[src/rtl/uart_rx_fifo.sv]
// Receive-side byte buffer sitting directly behind the UART receiver.
// Accepted bytes go into a DEPTH-entry FIFO. The FIFO presents them to the
// host on a first-word-fall-through valid/ready stream with a registered head.
// Receiver errors and overflow drops are counted in saturating counters,
// and each one also sets a sticky flag.

module uart_rx_fifo #(
  parameter int DEPTH     = 16,
  parameter int CNT_WIDTH = 8
) (
  input  logic                       clk,
  input  logic                       rst,
  input  logic                       rdata_vld,
  input  logic [7:0]                 rdata,
  input  logic                       uart_err,
  output logic                       m_valid,
  output logic [7:0]                 m_data,
  input  logic                       m_ready,
  output logic [$clog2(DEPTH):0]     level,
  output logic                       full,
  output logic                       empty,
  output logic                       overflow,
  output logic                       err_seen,
  output logic [CNT_WIDTH-1:0]       ovf_cnt,
  output logic [CNT_WIDTH-1:0]       err_cnt,
  input  logic                       clr_status
);

  localparam int AW = $clog2(DEPTH);
  localparam int LW = AW + 1;

  logic [7:0]           mem [DEPTH];
  logic [AW-1:0]        wr_ptr_q, wr_ptr_d;
  logic [AW-1:0]        rd_ptr_q, rd_ptr_d;
  logic [LW-1:0]        level_q, level_d;
  logic [LW-1:0]        level_after_pop;
  logic                 full_q, full_d;
  logic                 empty_q, empty_d;
  logic                 m_valid_q, m_valid_d;
  logic [7:0]           m_data_q, m_data_d;
  logic                 overflow_q, overflow_d;
  logic                 err_seen_q, err_seen_d;
  logic [CNT_WIDTH-1:0] ovf_cnt_q, ovf_cnt_d;
  logic [CNT_WIDTH-1:0] err_cnt_q, err_cnt_d;

  logic pop;
  logic push_try;
  logic push;
  logic drop;

  // A push attempt is only a good byte without an error in the same cycle.
  // When the FIFO is full, a pop in the same cycle frees a slot for the push.
  assign pop      = m_valid_q && m_ready;
  assign push_try = rdata_vld && !uart_err;
  assign push     = push_try && (!full_q || pop);
  assign drop     = push_try && full_q && !pop;

  // Next-state for pointers, occupancy, registered head and status.
  always_comb begin
    wr_ptr_d        = push ? wr_ptr_q + AW'(1) : wr_ptr_q;
    rd_ptr_d        = pop  ? rd_ptr_q + AW'(1) : rd_ptr_q;
    level_after_pop = pop  ? level_q - LW'(1)  : level_q;
    level_d         = push ? level_after_pop + LW'(1) : level_after_pop;
    full_d          = (level_d == LW'(DEPTH));
    empty_d         = (level_d == '0);
    m_valid_d       = !empty_d;

    // The next head is the incoming byte if the FIFO empties before this push
    // lands. Otherwise it is whatever sits at the advanced read pointer.
    // With nothing left, the last value is held.
    m_data_d = m_data_q;
    if (push && (level_after_pop == '0)) begin
      m_data_d = rdata;
    end else if (level_after_pop != '0) begin
      m_data_d = mem[rd_ptr_d];
    end

    // A drop or error in the same cycle as a clear wins, so its count restarts at 1.
    overflow_d = overflow_q;
    ovf_cnt_d  = ovf_cnt_q;
    if (drop) begin
      overflow_d = 1'b1;
      ovf_cnt_d  = clr_status ? CNT_WIDTH'(1)
                 : ((&ovf_cnt_q) ? ovf_cnt_q : ovf_cnt_q + CNT_WIDTH'(1));
    end else if (clr_status) begin
      overflow_d = 1'b0;
      ovf_cnt_d  = '0;
    end

    err_seen_d = err_seen_q;
    err_cnt_d  = err_cnt_q;
    if (uart_err) begin
      err_seen_d = 1'b1;
      err_cnt_d  = clr_status ? CNT_WIDTH'(1)
                 : ((&err_cnt_q) ? err_cnt_q : err_cnt_q + CNT_WIDTH'(1));
    end else if (clr_status) begin
      err_seen_d = 1'b0;
      err_cnt_d  = '0;
    end
  end

  // Storage array write port.
  // NOTE: the array has no reset; after reset the pointers and level make any
  // stale contents unreachable. Leaving it out keeps the array mappable to RAM.
  always_ff @(posedge clk) begin
    if (push) begin
      mem[wr_ptr_q] <= rdata;
    end
  end

  // Control and status registers with synchronous reset.
  // NOTE: state is updated with non-blocking assignments only, so every
  // register samples the pre-edge value of every other register.
  always_ff @(posedge clk) begin
    if (rst) begin
      wr_ptr_q   <= '0;
      rd_ptr_q   <= '0;
      level_q    <= '0;
      full_q     <= 1'b0;
      empty_q    <= 1'b1;
      m_valid_q  <= 1'b0;
      m_data_q   <= '0;
      overflow_q <= 1'b0;
      err_seen_q <= 1'b0;
      ovf_cnt_q  <= '0;
      err_cnt_q  <= '0;
    end else begin
      wr_ptr_q   <= wr_ptr_d;
      rd_ptr_q   <= rd_ptr_d;
      level_q    <= level_d;
      full_q     <= full_d;
      empty_q    <= empty_d;
      m_valid_q  <= m_valid_d;
      m_data_q   <= m_data_d;
      overflow_q <= overflow_d;
      err_seen_q <= err_seen_d;
      ovf_cnt_q  <= ovf_cnt_d;
      err_cnt_q  <= err_cnt_d;
    end
  end

  assign m_valid  = m_valid_q;
  assign m_data   = m_data_q;
  assign level    = level_q;
  assign full     = full_q;
  assign empty    = empty_q;
  assign overflow = overflow_q;
  assign err_seen = err_seen_q;
  assign ovf_cnt  = ovf_cnt_q;
  assign err_cnt  = err_cnt_q;

endmodule

[config.mk]
export PLATFORM = sky130hd
export DESIGN_NAME = uart_rx_fifo
export DESIGN_NICKNAME = d
export VERILOG_FILES = /design/src/rtl/uart_rx_fifo.sv
export SDC_FILE = /design/constraint.sdc
export NUM_CORES = 1
export LEC_CHECK = 0
export BUFFER_PORTS_ARGS = -buffer_cell sky130_fd_sc_hd__buf_2
export CAP_MARGIN = 20
export CELL_PAD_IN_SITES_DETAIL_PLACEMENT = 0
export CELL_PAD_IN_SITES_GLOBAL_PLACEMENT = 1
export CORE_MARGIN = 1
export CORE_UTILIZATION = 39
export CTS_CLUSTER_SIZE = 40
export DETAILED_ROUTE_END_ITERATION = 8
export HOLD_SLACK_MARGIN = 0.06
export PLACE_DENSITY = 0.71
export SLEW_MARGIN = 20
export SYNTH_ARGS = -nofsm -noshare
export SYNTH_HDL_FRONTEND = slang
export SYNTH_SLANG_ARGS = --single-unit
[constraint.sdc]
create_clock -name clk -period 2.5 [get_ports clk]
set_input_delay 0.25 -clock clk [delete_from_list [all_inputs] [get_ports clk]]
set_output_delay 0.25 -clock clk [all_outputs]
set_load 0.01 [all_outputs]
==> results of run 1 <==
-- per-layer routing --
metal	routed length, um	track usage (%)
met1	9260	24.0
met2	10400	34.2
met3	765	3.30
met4	295	6.53
met5	0	0
-- layout make-up --
| class | count | area, um2 |
|---|---|---|
| inverter | 9 | 33.8 |
| fill | 1928 | 11200 |
| clock inverter | 14 | 193 |
| timing repair buffer | 93 | 643 |
| clock buffer | 18 | 429 |
| multi-input combinational | 536 | 3520 |
| sequential | 170 | 4690 |
| tap | 275 | 344 |
-- power groups by stage --
| stage | clock network, W | logic (W) | registers (W) |
|---|---|---|---|
| 5_1_grt | 0.00294 | 0.00281 | 0.00332 |
| 6_report | 0.00278 | 0.00257 | 0.00330 |
| 3_5_place_dp | 0 | 0.00255 | 0.00336 |
| 2_1_floorplan | 0 | 0.00167 | 0.00338 |
| 3_3_place_gp | 0 | 0.00252 | 0.00336 |
| 4_1_cts | 0.00283 | 0.00256 | 0.00330 |
-- repair_timing --
item                       4_1_cts  5_1_grt
setup endpoints to repair        0       10
gates resized for setup          0        5
hold buffers                     0        0
-- metrics by stage --
| step | std cells | hold slack, ps | utilization [%] |
|---|---|---|---|
| final | 1115 | 109 | 46.7 |
| after CTS | 1115 | 83.1 | 46.7 |
| after global placement | 1083 | 444 | 43.7 |
| after floorplan | 760 | 349 | - |
| after global routing | 1115 | 88.6 | 46.7 |
| after detailed placement | 1083 | 453 | 43.7 |
-- cells by family after synthesis --
kind of cell             count (synthesis)  synth area share, %
adder cells (fa/ha/maj)                 10                 1.49
AND/OR/NAND/NOR                        252                 13.4
flip-flops                             170                 55.7
multiplexers                           143                 17.0
buffers and inverters                   54                 2.80
AO/OA/AOI/OAI                          111                 7.61
XOR/XNOR                                20                 2.08
-- path summary, 6_finish.rpt --
kind                            cells past startpoint         from         end  slack, ps
worst max register to register                      8  rd_ptr_q[0]   m_data[3]        150
worst min-delay path                                1     rdata[4]  mem[13][4]        110
worst max-delay path                                8  rd_ptr_q[0]   m_data[3]        150
worst min register to register                      2     overflow    overflow        460
-- registers in the layout (all words and copies together) (netlist names) --
register and count:
err_seen 1, m_data 8, mem 128, err_cnt 8
level 5, empty 1, rd_ptr_q 4, m_valid 1
ovf_cnt 8, wr_ptr_q 4, full 1, overflow 1
-- cell usage in the layout, fill, tap and decap left out, drive strengths merged, types with 4 or more instances in the layout --
cell / Yosys / final
nand2: 145 / 145
mux2i: 143 / 143
edfxtp: 128 / 128
buf: 25 / 93
a21oi: 84 / 84
dfxtp: 42 / 42
nor2: 37 / 37
clkbuf: 20 / 18
nor4: 16 / 16
inv: 9 / 12
xor2: 11 / 11
nand3: 11 / 11
ha: 10 / 10
xnor2: 9 / 9
nor3: 9 / 9
o221a: 8 / 8
nand4: 6 / 6
o21ai: 6 / 6
clkinv: 0 / 5
nor2b: 4 / 4
and3: 4 / 4
bufinv: 0 / 4
nand2b: 4 / 4
-- worst max-delay path, delay by kind of cell (launching register included) --
family	cells	cell delay [ps]
flip-flops	1	460
multiplexers	1	320
AND/OR/NAND/NOR	2	640
buffers and inverters	2	450
adder cells (fa/ha/maj)	1	160
AO/OA/AOI/OAI	2	250
==> PnR_summary.wiki, run 1 <==
{| class="wikitable"
! Metric !! Value
|-
| Outcome || completed
|-
| Leak || 3.45 nW
|-
| Overall power after layout || about 0.0087 W
|-
| Initial antenna violation count || 0
|-
| Max capacitance violation total || 0
|-
| Cell at the root of the clock tree || clkbuf_16
|-
| List of most frequent post-synthesis cells || nand2_1, mux2i_1, edfxtp_1
|-
| Number of routed nets with antenna violations || 0
|-
| Ranking of synthesized cells by area || edfxtp_1, mux2i_1, dfxtp_1, nand2_1, a21oi_1
|-
| Number of enable flip-flop cells after synthesis || roughly 130
|-
| Horizontal die dimension || 149 um
|-
| Number of nets in the layout || 851
|-
| Vias in the first global route || 5937
|-
| Count of final hold-check violations || 0
|-
| Clock network fraction of design power || 32.1%
|-
| Element type at the critical path end || register
|-
| Number of vias in the routed layout || 5968
|-
| RD Place Congestion || 0.833
|-
| Detailed Route Iter0 Violations || 358
|-
| Kind of start point of the critical path || register
|-
| Sequential share of the synthesized area || between 50% and 60%
|-
| Largest fanout on the critical path || 9
|-
| Cell area reported after detailed placement || 9220 um2
|-
| Number of detailed-routing iterations run before antenna repair || 5
|-
| Post-Syn Area || about 8400 um2
|-
| Relative slew slack || ~62%
|-
| Crit-path max cell delay || 460 ps
|-
| Internal || 0.00595 W
|-
| Effective utilization at floorplan || 39.9%
|-
| CTS tree || yes
|-
| Actual slew at the worst max-slew pin || 569 ps
|-
| Post-CTS setup buffers || 0
|-
| Most common cell in the netlist || nand2_1
|-
| Routed Wire Length || slightly above 20000 um
|-
| Drt wl/cell || 18.6 um
|-
| Height of the die || 149 um
|-
| Total routing resource utilization after global routing || 19.4%
|-
| Unrepaired setup endpoints after global routing || false
|-
| Sum Neg Setup Slack || 0 ps
|-
| Number of top-level pins || 48
|-
| Period minus WS final || 2350 ps
|-
| CP Cell Sequence || ha_4 -> nand3_1 -> mux2i_1 -> buf_4 -> a21oi_1 -> nor4_1 -> buf_4 -> o221a_2
|-
| Cell taking the most area after synthesis || edfxtp_1
|-
| Top cell type's share of synthesized area || 45.7%
|-
| Total inserted antenna cells || 0
|-
| Data required time at the worst endpoint || 2860 ps
|-
| CP dominant cell by count || buf_4
|-
| Die Footprint || approximately 22000 um2
|-
| Yosys Warn Count || 0
|-
| Critical setup path kind || reg -> reg
|-
| Maximum number of pins on one net before global-route repair || 71
|-
| Routed via count divided by cell count || 5.35
|-
| Clock latency on the worst-skew pair || 430 ps
|-
| Area of all placed cells without fillers || 9860 um2
|-
| H-Tree Depth || 4
|-
| Row Count || between 50 and 60
|-
| Max-slew violation total from the final report || 0
|-
| Drt drc || 0
|-
| Arrival time worst endpoint || 2710 ps
|-
| Count of buffers inserted at the top-level ports || 47
|-
| Wire length of the first global-routing pass || around 32000 um
|-
| Register bit total from synthesis || 170
|-
| Switching pwr || 0.00270 W
|-
| Mean cell area of the mapped netlist || 11.1 um2
|-
| Final setup viols || 0
|-
| Syn_nets || 784
|-
| Post-Place Worst Slack || between 60 and 70 ps
|-
| Cell area power density || around 880 nW/um2
|-
| Period Utilization, post-route || 93.9%
|-
| IR Drop Worst-Case VDD || 0.470 mV
|-
| Proportion of layout cells with a drive suffix above 1 || 16.8%
|-
| CTS max path bufs || 2
|-
| Seq pwr share || 38.1%
|-
| Sinks on the clock net || 170
|-
| Switching Share || 31.2%
|-
| Relative area change from synthesis to final layout || 17.1%
|-
| Clock slew at reported path FFs || ~70 ps
|-
| Distinct cell type count after synthesis || 43
|-
| Dpl hpwl || 14000 um
|-
| Cell with the largest stage delay on the worst path || dfxtp_1
|-
| Maximum clock frequency || between 400 and 500 MHz
|-
| Fraction of registers with async set or reset after synthesis || 0%
|-
| Total CTS buffers || 17
|-
| Proportion of power drawn by combinational gates || 29.7%
|-
| Top FF cell, synth || edfxtp_1
|-
| Clock Skew || 10.9 ps
|-
| Grt ovf || 0
|-
| Path category of the worst min-delay check || in -> reg
|-
| Minimum setup slack in the final design || 153 ps
|-
| Number of cells produced by synthesis || 760
|-
| Placeable Area || between 20000 and 25000 um2
|}
(Power assumes the default switching activity.)
==> run 2, diff against run 1 <==
--- a/config.mk
+++ b/config.mk
@@ -10,11 +10,11 @@
 export CELL_PAD_IN_SITES_DETAIL_PLACEMENT = 0
 export CELL_PAD_IN_SITES_GLOBAL_PLACEMENT = 1
 export CORE_MARGIN = 1
-export CORE_UTILIZATION = 39
+export CORE_UTILIZATION = 44
 export CTS_CLUSTER_SIZE = 40
 export DETAILED_ROUTE_END_ITERATION = 8
-export HOLD_SLACK_MARGIN = 0.06
-export PLACE_DENSITY = 0.71
+export HOLD_SLACK_MARGIN = 0.15
+export PLACE_DENSITY = 0.78
 export SLEW_MARGIN = 20
 export SYNTH_ARGS = -nofsm -noshare
 export SYNTH_HDL_FRONTEND = slang
==> run 2 against run 1 <==
  * Register-to-register slack hardly changed
  * Total power decreased by 4.0%
  * Clock power down 12%
  * First-iteration DRC count increased by 27%
  * Hold slack better by 130 ps
  * Maximum frequency fell by 0.26%
  * Largest cell class unchanged
==> PnR_summary.wiki, run 2 (synthesized netlist as in run 1, its figures left out) <==
{| class="wikitable"
! Metric !! Value
|-
| Total inserted antenna cells || 0 (unchanged)
|-
| Relative slew slack || 59.2% (-2.8 points)
|-
| Detailed Route Iter0 Violations || 455 (+27%)
|-
| Wire length of the first global-routing pass || 32200 um (-0.45%)
|-
| Path category of the worst min-delay check || in -> reg
|-
| Initial antenna violation count || 0 (unchanged)
|-
| Number of nets in the layout || 853 (+0.24%)
|-
| Proportion of layout cells with a drive suffix above 1 || 16.2% (-0.63 points)
|-
| Period Utilization, post-route || 94.1% (+0.25 points)
|-
| Leak || 3.42 nW (-1.1%)
|-
| Clock latency on the worst-skew pair || 430 ps (about the same)
|-
| R2R setup slack || 150 ps (about the same)
|-
| Element type at the critical path end || register
|-
| Proportion of power drawn by combinational gates || 30.7% (+1.0 points)
|-
| Sum Neg Setup Slack || 0 ps (unchanged)
|-
| Start point of the worst hold path || rdata[0]
|-
| Clock Skew || 10.2 ps (-0.696 ps)
|-
| Switching Share || 32.3% (+1.1 points)
|-
| Max-slew violation total from the final report || 0 (unchanged)
|-
| Number of top-level pins || 48 (unchanged)
|-
| Cell area power density || 853 nW/um2 (-2.8%)
|-
| Clock network fraction of design power || 29.6% (-2.5 points)
|-
| Final setup viols || 0 (unchanged)
|-
| Count of buffers inserted at the top-level ports || 47 (unchanged)
|-
| Total CTS buffers || 17 (unchanged)
|-
| Register ranked first by flip-flop count || mem
|-
| Row Count || 50 (-5.7%)
|-
| Post-Place Worst Slack || 121 ps (+55.7 ps)
|-
| Outcome || completed
|-
| Horizontal die dimension || 140 um (-5.8%)
|-
| Dpl hpwl || 13400 um (-3.7%)
|-
| Relative area change from synthesis to final layout || 15.8%
|-
| Internal || 0.00563 W (-5.5%)
|-
| Vias in the first global route || 5941 (+0.067%)
|-
| Most frequent cells in the layout || nand2_1, mux2i_1, edfxtp_1, a21oi_1, buf_2
|-
| Maximum number of pins on one net before global-route repair || 71 (unchanged)
|-
| IR Drop Worst-Case VDD || 0.603 mV (+28%)
|-
| Routed Wire Length || 20000 um (-3.4%)
|-
| Number of detailed-routing iterations run before antenna repair || 5 (unchanged)
|-
| Data required time at the worst endpoint || 2870 ps (about the same)
|-
| Number of routed nets with antenna violations || 0 (unchanged)
|-
| Maximum clock frequency || 425 MHz (-0.26%)
|-
| Cell depth of the worst flop-to-flop path || 8 (unchanged)
|-
| Worst flop-to-flop path startpoint || rd_ptr_q[0]
|-
| Area of all placed cells without fillers || 9740 um2 (-1.2%)
|-
| CTS tree || yes
|-
| Max capacitance violation total || 0 (unchanged)
|-
| Unrepaired setup endpoints after global routing || false
|-
| Clock slew at reported path FFs || 60 ps (about the same)
|-
| Drt wl/cell || 18.6 um (about the same)
|-
| Sinks on the clock net || 170 (unchanged)
|-
| Arrival time worst endpoint || 2730 ps (+20 ps)
|-
| Minimum setup slack in the final design || 146 ps (-6.16 ps)
|-
| Seq pwr share || 39.7% (+1.6 points)
|-
| Count of filler cells inserted in the layout || 1586 (-18%)
|-
| Switching pwr || 0.00268 W (-0.66%)
|-
| Leading cell type in the layout, fill and taps excluded || nand2_1
|-
| Cell at the root of the clock tree || clkbuf_16
|-
| Routed via count divided by cell count || 5.57 (+4.1%)
|-
| Count of final hold-check violations || 0 (unchanged)
|-
| Number of vias in the routed layout || 5996 (+0.47%)
|-
| Hold Crit Endpoint || mem[9][0]
|-
| Grt ovf || 0 (unchanged)
|-
| Total routing resource utilization after global routing || 21.6% (+2.2 points)
|-
| RD Place Congestion || 0.854 (+2.5%)
|-
| Largest fanout on the critical path || 16 (+7)
|-
| CTS max path bufs || 2 (unchanged)
|-
| H-Tree Depth || 4 (unchanged)
|-
| Period minus WS final || 2350 ps (+6.16 ps)
|-
| Count of cells along the worst hold path || 1 (unchanged)
|-
| Height of the die || 140 um (-5.8%)
|-
| Effective utilization at floorplan || 45.0% (+5.1 points)
|-
| Flip-flop count of the largest register after layout || 128 (unchanged)
|-
| Kind of start point of the critical path || register
|-
| Drt drc || 0 (unchanged)
|-
| Cell area reported after detailed placement || 9140 um2 (-0.94%)
|-
| Placeable Area || 18700 um2 (-11%)
|-
| R2R Path End || m_data[5]
|-
| Actual slew at the worst max-slew pin || 604 ps (+34.8 ps)
|-
| Critical setup path kind || reg -> reg
|-
| Die Footprint || 19700 um2 (-11%)
|}
[run 2: cell types whose count changed in the layout (fill, tap and decap cells not counted)]
cell,previous run,this run
bufinv_16,4,1
inv_6,3,4
buf_4,41,39
dlygate4sd3_1,0,5
buf_12,5,4
or2_4,1,0
clkinv_4,2,1
nand2b_2,1,0
clkinvlp_2,0,1
or2_1,0,1
clkinvlp_4,2,3
nand2b_1,3,4
clkinv_2,2,3
[run 2: timing repair]
action                                  CTS  global route
endpoints found under the setup margin    0             9
endpoints found under the hold margin     8             0
buffers inserted                          0             0
hold buffers                              5             0
resized for setup                         0             3
[run 2: per-layer routing]
metal | share of wire, % | GRT usage (%)
met4 | 1.7 | 7.35
met3 | 3.7 | 3.97
met1 | 46 | 28.2
met5 | 0 | 0
met2 | 48 | 36.2
[run 2: cell type report]
type                            instances  area, um2  area share, %
Clock buffer                           18        429           4.41
Timing Repair Buffer                   95        658           6.76
Inverter                                9       33.8          0.347
Sequential cell                       170       4690           48.1
Multi-Input combinational cell        536       3520           36.1
Clock inverter                         14        120           1.23
Tap cell                              234        293           3.01
[run 2: power groups by stage]
stage	Combinational [W]	Clock [W]	Sequential (W)
CTS	0.00254	0.00250	0.00330
global route	0.00278	0.00262	0.00331
floorplan	0.00167	0	0.00338
finish	0.00255	0.00246	0.00330
global placement	0.00246	0	0.00335
detailed placement	0.00252	0	0.00336
[run 2: worst max-delay path, cell delays in order, from the launching register on]
cell and delay [ps]:
dfxtp_1 460, ha_4 160, nand3_1 230, mux2i_1 230, buf_4 280, a21oi_1 70, nor4_1 480, buf_4 200
o221a_2 170
[run 2: how the worst max path moves through the flow]
stage,start,end,slack [ps],cells after the start
6_report,rd_ptr_q[0],m_data[5],150,8
3_5_place_dp,level[0],m_data[3],120,9
2_1_floorplan,level[0],m_data[6],30,11
3_3_place_gp,level[0],m_data[6],220,9
4_1_cts,level[0],full,100,7
5_1_grt,level[0],m_data[3],40,9
[run 2: through the flow]
step / hold WS, ps / power (W) / utilization (%) / instances
after detailed placement: 452 / 0.00588 / 48.8 / 1039
after global placement: 444 / 0.00581 / 48.8 / 1039
final: 238 / 0.00831 / 52.1 / 1076
after floorplan: 349 / 0.00505 / - / 760
after CTS: 223 / 0.00833 / 52.0 / 1076
after global routing: 230 / 0.00872 / 52.1 / 1076
==> run 3, diff against run 2 <==
--- a/config.mk
+++ b/config.mk
@@ -14,6 +14,7 @@
 export CTS_CLUSTER_SIZE = 40
 export DETAILED_ROUTE_END_ITERATION = 8
 export HOLD_SLACK_MARGIN = 0.15
+export MAX_ROUTING_LAYER = met4
 export PLACE_DENSITY = 0.78
 export SLEW_MARGIN = 20
 export SYNTH_ARGS = -nofsm -noshare
==> run 3 against run 2 <==
  * Critical endpoint unchanged
  * Clock skew decreased by 3.7 ps
  * Highest routed layer unchanged
  * Cell area unchanged
  * Sequential cell count unchanged
  * Global-route usage increased by 0.67 points
  * Largest power group unchanged
  * Clock power about the same
  * Hold slack about the same
  * Die area unchanged
  * Total power about the same
  * Worst setup slack got worse by 5.8 ps
  * Sequential power about the same
==> PnR_summary.wiki, run 3 (synthesized netlist as in run 1, its figures left out) <==
{| class="wikitable"
! Metric !! Value
|-
| Outcome || completed
|-
| Element type at the critical path end || register
|-
| Clock Skew || 6.47 ps (-3.72 ps)
|-
| Dpl hpwl || 13400 um (unchanged)
|-
| Detailed Route Iter0 Violations || 455 (unchanged)
|-
| Drt drc || 0 (unchanged)
|-
| Initial antenna violation count || 0 (unchanged)
|-
| Unrepaired setup endpoints after global routing || false
|-
| Horizontal die dimension || 140 um (unchanged)
|-
| CP Cell Sequence || ha_4 -> nand3_1 -> mux2i_1 -> buf_4 -> a21oi_1 -> nor4_1 -> buf_4 -> o221a_2
|-
| Grt ovf || 0 (unchanged)
|-
| CTS max path bufs || 2 (unchanged)
|-
| Placeable Area || 18700 um2 (unchanged)
|-
| Most frequent cells in the layout || nand2_1, mux2i_1, edfxtp_1, a21oi_1, buf_2
|-
| Actual slew at the worst max-slew pin || 601 ps (-2.65 ps)
|-
| Total routing resource utilization after global routing || 22.3% (+0.67 points)
|-
| Number of nets in the layout || 853 (unchanged)
|-
| Switching pwr || 0.00268 W (about the same)
|-
| Kind of start point of the critical path || register
|-
| Proportion of layout cells with a drive suffix above 1 || 16.2% (unchanged)
|-
| Relative area change from synthesis to final layout || 15.8% (unchanged)
|-
| RD Place Congestion || 0.867 (+1.6%)
|-
| Switching Share || 32.3% (about the same)
|-
| Proportion of power drawn by combinational gates || 30.7% (about the same)
|-
| Crit-path max cell delay || 480 ps (about the same)
|-
| Sum Neg Setup Slack || 0 ps (unchanged)
|-
| Clock latency on the worst-skew pair || 430 ps (about the same)
|-
| Clock network fraction of design power || 29.6% (about the same)
|-
| Overall power after layout || 0.00831 W (about the same)
|-
| Internal || 0.00563 W (about the same)
|-
| Data required time at the worst endpoint || 2870 ps (about the same)
|-
| Count of filler cells inserted in the layout || 1586 (unchanged)
|-
| Final instance count without filler cells || 1076 (unchanged)
|-
| CP dominant cell by count || buf_4
|-
| Max capacitance violation total || 0 (unchanged)
|-
| Number of top-level pins || 48 (unchanged)
|-
| Cell area power density || 853 nW/um2 (about the same)
|-
| Register ranked first by flip-flop count || mem
|-
| Period Utilization, post-route || 94.4% (+0.23 points)
|-
| Cell at the root of the clock tree || clkbuf_16
|-
| CP Launch Point || rd_ptr_q[0]
|-
| Row Count || 50 (unchanged)
|-
| Clock slew at reported path FFs || 60 ps (about the same)
|-
| Leading cell type in the layout, fill and taps excluded || nand2_1
|-
| Cell with the largest stage delay on the worst path || nor4_1
|-
| Final setup viols || 0 (unchanged)
|-
| Number of detailed-routing iterations run before antenna repair || 5 (unchanged)
|-
| IR Drop Worst-Case VDD || 0.603 mV (about the same)
|-
| Height of the die || 140 um (unchanged)
|-
| Number of routed nets with antenna violations || 0 (unchanged)
|-
| Die Footprint || 19700 um2 (unchanged)
|-
| Largest fanout on the critical path || 16 (unchanged)
|-
| Leak || 3.42 nW (unchanged)
|-
| Start point of the worst hold path || rdata[0]
|-
| Maximum clock frequency || 424 MHz (-0.25%)
|-
| Post-CTS setup buffers || 0 (unchanged)
|-
| Max-slew violation total from the final report || 0 (unchanged)
|-
| Count of buffers inserted at the top-level ports || 47 (unchanged)
|-
| Path category of the worst min-delay check || in -> reg
|-
| Worst flop-to-flop path startpoint || rd_ptr_q[0]
|-
| H-Tree Depth || 4 (unchanged)
|-
| Count of final hold-check violations || 0 (unchanged)
|-
| Period minus WS final || 2360 ps (+5.78 ps)
|-
| Vias in the first global route || 5940 (-0.017%)
|-
| Seq pwr share || 39.7% (about the same)
|-
| Maximum number of pins on one net before global-route repair || 71 (unchanged)
|-
| Effective utilization at floorplan || 45.0% (unchanged)
|-
| Wire length of the first global-routing pass || 32200 um (unchanged)
|-
| Total CTS buffers || 17 (unchanged)
|-
| Arrival time worst endpoint || 2730 ps (about the same)
|-
| Drt wl/cell || 18.6 um (+0.23%)
|-
| Routed Wire Length || 20100 um (+0.23%)
|-
| Sinks on the clock net || 170 (unchanged)
|-
| CTS tree || yes
|-
| Total inserted antenna cells || 0 (unchanged)
|-
| Number of vias in the routed layout || 5995 (-0.017%)
|-
| Routed via count divided by cell count || 5.57 (about the same)
|-
| Total placed cells including tap cells || 1039 (unchanged)
|-
| Flip-flop count of the largest register after layout || 128 (unchanged)
|-
| Relative slew slack || 59.4% (+0.18 points)
|-
| Critical setup path kind || reg -> reg
|}
==> run 3: layer usage <==
layer  track usage (%)  wire length (um)
met1              28.1              9250
met3              4.03               845
met5                 -                 0
met4              7.35               307
met2              36.3              9670
==> run 3: through the flow <==
stage               utilization [%]  setup WS (ps)  cell area [um2]  hold WS [ps]
floorplan                         -           26.9             8420           349
global placement               48.8            225             9140           444
detailed placement             48.8            121             9140           452
CTS                            52.0            104             9740           223
global route                   52.1           36.0             9740           228
finish                         52.1            141             9740           238
==> run 3: power groups by stage <==
stage          sequential, W  clock, W  combinational [W]
2_1_floorplan        0.00338         0            0.00167
3_3_place_gp         0.00335         0            0.00246
3_5_place_dp         0.00336         0            0.00252
4_1_cts              0.00330   0.00250            0.00254
5_1_grt              0.00331   0.00262            0.00278
6_report             0.00330   0.00246            0.00255
==> run 3: path summary, 6_finish.rpt <==
check / end / slack [ps] / cells past startpoint
min reg2reg: overflow / 460 / 2
min: mem[9][0] / 240 / 1
max reg2reg: m_data[5] / 140 / 8
max: m_data[5] / 140 / 8
==> run 3: timing repair <==
item                                   CTS  global route
endpoints found under the hold margin    8             0
gates resized for setup                  0             3
setup endpoints to repair                0             9
hold buffers                             5             0
==> run 3: cell type report <==
| class | count | area, um2 | share of cell area, % |
|---|---|---|---|
| multi-input cells | 536 | 3520 | 36.1 |
| clock inverters | 14 | 120 | 1.23 |
| inverters | 9 | 33.8 | 0.347 |
| clock buffers | 18 | 429 | 4.41 |
| well taps | 234 | 293 | 3.01 |
| flip-flops and latches | 170 | 4690 | 48.1 |
| repair buffers | 95 | 658 | 6.76 |
==> run 3: worst max-delay path: cells and delay by family (launching register included) <==
| family | cells | cell delay [ps] |
|---|---|---|
| flops | 1 | 460 |
| fa+ha+maj | 1 | 160 |
| mux | 1 | 230 |
| compound gates | 2 | 240 |
| simple gates | 2 | 710 |
| buf+inv | 2 | 490 |
